File: src/rtl/csa3_pipe_adder_if.sv
// csa3_pipe_adder_if: valid/ready operand and result bus for csa3_pipe_adder
// Signals: in_valid/in_ready/a/b/c/cin (operand side), out_valid/out_ready/out_sum (result side)
interface csa3_pipe_adder_if #(
    parameter int WIDTH = 64
);
    logic             in_valid;
    logic             in_ready;
    logic [WIDTH-1:0] a;
    logic [WIDTH-1:0] b;
    logic [WIDTH-1:0] c;
    logic             cin;
    logic             out_valid;
    logic             out_ready;
    logic [WIDTH+1:0] out_sum;
    modport master (
        output in_valid, a, b, c, cin, out_ready,
        input  in_ready, out_valid, out_sum
    );
    modport slave (
        input  in_valid, a, b, c, cin, out_ready,
        output in_ready, out_valid, out_sum
    );
endinterface

File: src/rtl/csa3_pipe_adder.sv
// csa3_pipe_adder: a+b+c+cin via registered carry-save stage and NSEG-stage segmented carry-propagate pipeline
// Ports: clk; rst (async, active-high); bus (slave): in_valid/in_ready/a/b/c/cin in, out_valid/out_ready/out_sum out
module csa3_pipe_adder #(
    parameter int WIDTH = 64,
    parameter int SEG   = 16
) (
    input logic              clk,
    input logic              rst,
    csa3_pipe_adder_if.slave bus
);
    localparam int NSEG = WIDTH / SEG;
    localparam int LF   = (NSEG - 1) * SEG;
    if (WIDTH % SEG != 0) begin : g_bad
        $error("csa3_pipe_adder: WIDTH must be a multiple of SEG");
    end
    logic adv;
    assign adv          = !bus.out_valid || bus.out_ready;
    assign bus.in_ready = adv && !rst;
    for (genvar k = 0; k < NSEG; k++) begin : st
        // xr/yr hold only the not-yet-added bits [WIDTH : k*SEG] of X/Y; p holds the finished low slices
        logic                 v;
        logic                 cy;
        logic [WIDTH+1:0]     p;
        logic [WIDTH-k*SEG:0] xr;
        logic [WIDTH-k*SEG:0] yr;
        if (k == 0) begin : g_csa
            assign p  = '0;
            assign cy = 1'b0;
            always_ff @(posedge clk or posedge rst)
                if (rst) begin
                    v  <= 1'b0;
                    xr <= '0;
                    yr <= '0;
                end else if (adv) begin
                    v  <= bus.in_valid;
                    xr <= {1'b0, bus.a ^ bus.b ^ bus.c};
                    yr <= {(bus.a & bus.b) | (bus.a & bus.c) | (bus.b & bus.c), bus.cin};
                end
        end else begin : g_cpa
            localparam int LO = (k - 1) * SEG;
            logic [SEG:0]     t;
            logic [WIDTH+1:0] np;
            assign t = {1'b0, st[k-1].xr[SEG-1:0]} + {1'b0, st[k-1].yr[SEG-1:0]} + {{SEG{1'b0}}, st[k-1].cy};
            always_comb begin
                np            = st[k-1].p;
                np[LO +: SEG] = t[SEG-1:0];
            end
            always_ff @(posedge clk or posedge rst)
                if (rst) begin
                    v  <= 1'b0;
                    cy <= 1'b0;
                    p  <= '0;
                    xr <= '0;
                    yr <= '0;
                end else if (adv) begin
                    v  <= st[k-1].v;
                    cy <= t[SEG];
                    p  <= np;
                    xr <= st[k-1].xr[WIDTH-LO:SEG];
                    yr <= st[k-1].yr[WIDTH-LO:SEG];
                end
        end
    end
    // last segment also folds in bit WIDTH of X/Y to form the two top sum bits
    logic [SEG:0]     tf;
    logic [1:0]       hf;
    logic [WIDTH+1:0] nf;
    assign tf = {1'b0, st[NSEG-1].xr[SEG-1:0]} + {1'b0, st[NSEG-1].yr[SEG-1:0]} + {{SEG{1'b0}}, st[NSEG-1].cy};
    assign hf = {1'b0, st[NSEG-1].xr[SEG]} + {1'b0, st[NSEG-1].yr[SEG]} + {1'b0, tf[SEG]};
    always_comb begin
        nf                   = st[NSEG-1].p;
        nf[LF +: SEG]        = tf[SEG-1:0];
        nf[WIDTH+1:WIDTH]    = hf;
    end
    always_ff @(posedge clk or posedge rst)
        if (rst) begin
            bus.out_valid <= 1'b0;
            bus.out_sum   <= '0;
        end else if (adv) begin
            bus.out_valid <= st[NSEG-1].v;
            bus.out_sum   <= nf;
        end
endmodule

File: src/flat_wrapper.sv
// flat-port wrapper written by rule: the top's interface ports become plain ports
module csa3_pipe_adder_flat 
#(
    parameter int WIDTH = 64,
    parameter int SEG   = 16
)
  (clk, rst, bus_in_valid, bus_a, bus_b, bus_c, bus_cin, bus_out_ready, bus_in_ready, bus_out_valid, bus_out_sum);
  csa3_pipe_adder_if #(.WIDTH(WIDTH)) bus_i ();
  input logic clk;
  input logic rst;
  input wire logic [$bits(bus_i.in_valid)-1:0] bus_in_valid;
  input wire logic [$bits(bus_i.a)-1:0] bus_a;
  input wire logic [$bits(bus_i.b)-1:0] bus_b;
  input wire logic [$bits(bus_i.c)-1:0] bus_c;
  input wire logic [$bits(bus_i.cin)-1:0] bus_cin;
  input wire logic [$bits(bus_i.out_ready)-1:0] bus_out_ready;
  output wire logic [$bits(bus_i.in_ready)-1:0] bus_in_ready;
  output wire logic [$bits(bus_i.out_valid)-1:0] bus_out_valid;
  output wire logic [$bits(bus_i.out_sum)-1:0] bus_out_sum;
  assign bus_i.in_valid = bus_in_valid;
  assign bus_i.a = bus_a;
  assign bus_i.b = bus_b;
  assign bus_i.c = bus_c;
  assign bus_i.cin = bus_cin;
  assign bus_i.out_ready = bus_out_ready;
  assign bus_in_ready = bus_i.in_ready;
  assign bus_out_valid = bus_i.out_valid;
  assign bus_out_sum = bus_i.out_sum;
  csa3_pipe_adder #(.WIDTH(WIDTH), .SEG(SEG)) u_core (.clk(clk), .rst(rst), .bus(bus_i));
endmodule
File: config.mk
export PLATFORM = sky130hd
export DESIGN_NAME = csa3_pipe_adder_flat
export DESIGN_NICKNAME = d
export VERILOG_FILES = /design/src/rtl/csa3_pipe_adder_if.sv /design/src/rtl/csa3_pipe_adder.sv /design/src/flat_wrapper.sv
export SDC_FILE = /design/constraint.sdc
export NUM_CORES = 1
export LEC_CHECK = 0
export ABC_AREA = 0
export BUFFER_PORTS_ARGS = -buffer_cell sky130_fd_sc_hd__buf_2
export CAP_MARGIN = 10
export CORE_UTILIZATION = 30
export DETAILED_ROUTE_END_ITERATION = 8
export GPL_ROUTABILITY_DRIVEN = 0
export GPL_TIMING_DRIVEN = 0
export SYNTH_ARGS = -nofsm -noshare
export SYNTH_HDL_FRONTEND = slang
export SYNTH_SLANG_ARGS = --single-unit
File: constraint.sdc
create_clock -name clk -period 42.3 [get_ports clk]
set_input_delay 6.345 -clock clk [delete_from_list [all_inputs] [get_ports clk]]
set_output_delay 6.345 -clock clk [all_outputs]
set_load 0.02 [all_outputs]
==> reports/qor.csv <==
metric,value,unit
status,"finished, final reports clean",
arrival,8290,ps
grt_usage,15.7,%
syn-num-nets,2768,
seq_power_share,38.9,%
start_util,30.4,%
avgSynthCellArea,9.08,µm²
stdcell_count,3755,
crit_required,35950,ps
synth_top_area_share,55.8,%
grt_start_max_net_pins,131,
ys_seq_elements,494,
holdCritPathClass,register to register,
nets,3087,
antenna_cells,0,
synth_ff_type,dfrtp_1,
cts.sinks,494,
pin_count,265,
wl_per_cell,15.4,µm
syn2layout_area_growth,19.6,%
synth_compound_area_share,5.00,%
wl,57900,µm
cts_setup_buffers,0,
rsz0062_at_grt,no,
ctsHoldBuffers,0,
post-route-drc-count,0,
die_y,274,µm
synth_common_cells,"nand2_1 (1353), dfrtp_1 (494), clkbuf_1 (102)",
die_w,274,µm
cts_tree,built,
routed_via_density,4.35,
fmax,68.3,MHz
end_kind,output port,
slew_violations,0,
p_comb_share,38.8,%
synth_edf_count,0,
intPower,1.27,mW
slew_headroom,22.0,%
coreArea,73000,µm²
ir_worst_vdd,0.0339,mV
grt_pass1_wl,90800,µm
clock_latency,600,ps
clock_path_buffers,3,
synth_xor_area_share,2.06,%
cts_inserted_buffers,50,
critPathMaxFanout,10,
numPortBuffers,264,
drtPass1Iterations,5,
cts_root_buf,clkbuf_16,
finalCritPeriodShare,34.6,%
syn_inst,2438,
synth_top_family_by_area,simple AND/OR/NAND/NOR gates,
skew,27.9,ps
maxCapViolCount,0,
clkSlewWorstSetupHoldPaths,60,ps
initialDrtViolationCount,780,
dpl_cell_area,24800,µm²
synthAdderAreaFrac,9.92,%
p_per_area,79.0,nW/µm²
drive_gt1_share,12.5,%
leakagePower,13.8,nW
synth-warning-count,0,
ys_seq_area_share,55.8,%
num_vias,16300,
dp.cells,3664,
yosysTopAreaCell,dfrtp_1,
p_sw_share,39.1,%
h-tree-depth,2,
final_cell_area,26500,µm²
power.total,2.09,mW
die-area,74900,µm²
power_frac_clock,22.3,%
finalCriticalPeriod,14640,ps
synth-async-reset-ratio,100,%
synthesis.area,22100,µm²
timing.setup.tns,0,ps
hold_viol,0,
synth_mux_area_share,0,%
p_sw,0.818,mW
grt_overflow,0,
first_global_vias,16500,
critical_path_class,input port to output port,
dp_hpwl,44100,µm
synth_area_leaders,"dfrtp_1 (56%), nand2_1 (23%), fa_1 (6.4%)",
cp-start-kind,input port,
synth.most_common_cell,nand2_1,
antenna_found_initial,1,
antenna_left,0,
post_cts_resized,0,
rows,99,
synth_cell_types,38,
synthSimpleGateAreaFrac,25.1,%
finalSetupViolations,0,
worst_slew_pin_slew,1170,ps
## final cells by class
cell class | count | area, µm²
Buffer | 110 | 413
Clock buffer | 71 | 1410
Clock inverter | 20 | 327
Tap cell | 959 | 1200
Fill cell | 7584 | 46500
Sequential cell | 494 | 12400
Inverter | 12 | 52.6
Timing Repair Buffer | 267 | 1400
Multi-Input combinational cell | 1822 | 9330
## cells in the final DEF, fill, tap and decap left out, types with 13 or more instances in the layout
cell / count
xnor2_1: 23
ha_1: 62
clkbuf_1: 115
clkbuf_16: 50
nand3_1: 14
buf_2: 264
a21oi_1: 56
dfrtp_1: 494
o21ai_1: 38
fa_1: 71
nor2_1: 52
nand2_1: 1353
o21ai_0: 13
xor2_1: 29
a21o_1: 23
## layer usage
layer | GRT usage, % | share of wire (%) | wire (µm) | up-vias
met1 | 20.5 | 45 | 26300 | 7676
met5 | 0 | 0 | 0 | -
met4 | 4.85 | 2.6 | 1520 | 0
met3 | 2.52 | 3.9 | 2290 | 73
met2 | 26.5 | 48 | 27800 | 277
li1 | - | - | - | 8291
## power by group through the flow
stage | Clock, mW | Sequential [mW] | Combinational [mW]
floorplan | 0 | 0.827 | 0.549
global placement | 0 | 0.820 | 0.806
detailed placement | 0 | 0.824 | 0.820
CTS | 0.479 | 0.817 | 0.824
global route | 0.498 | 0.841 | 0.929
finish | 0.467 | 0.814 | 0.812
## worst paths after layout
path / from / endpoint / slack, ps / cells past startpoint
hold / removal: u_core.bus.out_sum[65] / u_core.bus.out_sum[65] / 460 / 2
setup / recovery: bus_out_ready / bus_in_ready / 27660 / 7
setup reg to reg: u_core.bus.out_valid / u_core.st[0].yr[63] / 39090 / 7
min in group asynchronous: rst / u_core.st[0].xr[5] / 5930 / 2
max in group asynchronous: rst / u_core.st[1].yr[27] / 34710 / 4
hold reg to reg: u_core.bus.out_sum[65] / u_core.bus.out_sum[65] / 460 / 2
## critical path, cell delays in order
cell and delay [ps]:
buf_2 100, nor2b_1 100, clkbuf_1 430, clkbuf_1 590, buf_1 470, nor2_1 70, buf_2 170
## sequential cells by signal, indices dropped and copies added (netlist names)
signal                cells
u_core.st.xr            160
u_core.st.cy              3
u_core.bus.out_sum       66
u_core.st.yr            164
u_core.st.v               4
u_core.bus.out_valid      1
u_core.st.p              96
## kinds of logic after synthesis
group	count (synthesis)
buffers and inverters	122
flip-flops	494
AO/OA/AOI/OAI	181
AND/OR/NAND/NOR	1456
adder cells (fa/ha/maj)	133
XOR/XNOR	52
## through the flow
step	util [%]	hold WS [ps]	setup slack (ps)
floorplan	-	430	22170
global placement	33.8	446	16500
detailed placement	33.9	450	27660
CTS	36.3	456	27650
global route	36.3	478	27540
finish	36.3	456	27660
Note: power is estimated with default switching activity, not from simulation.
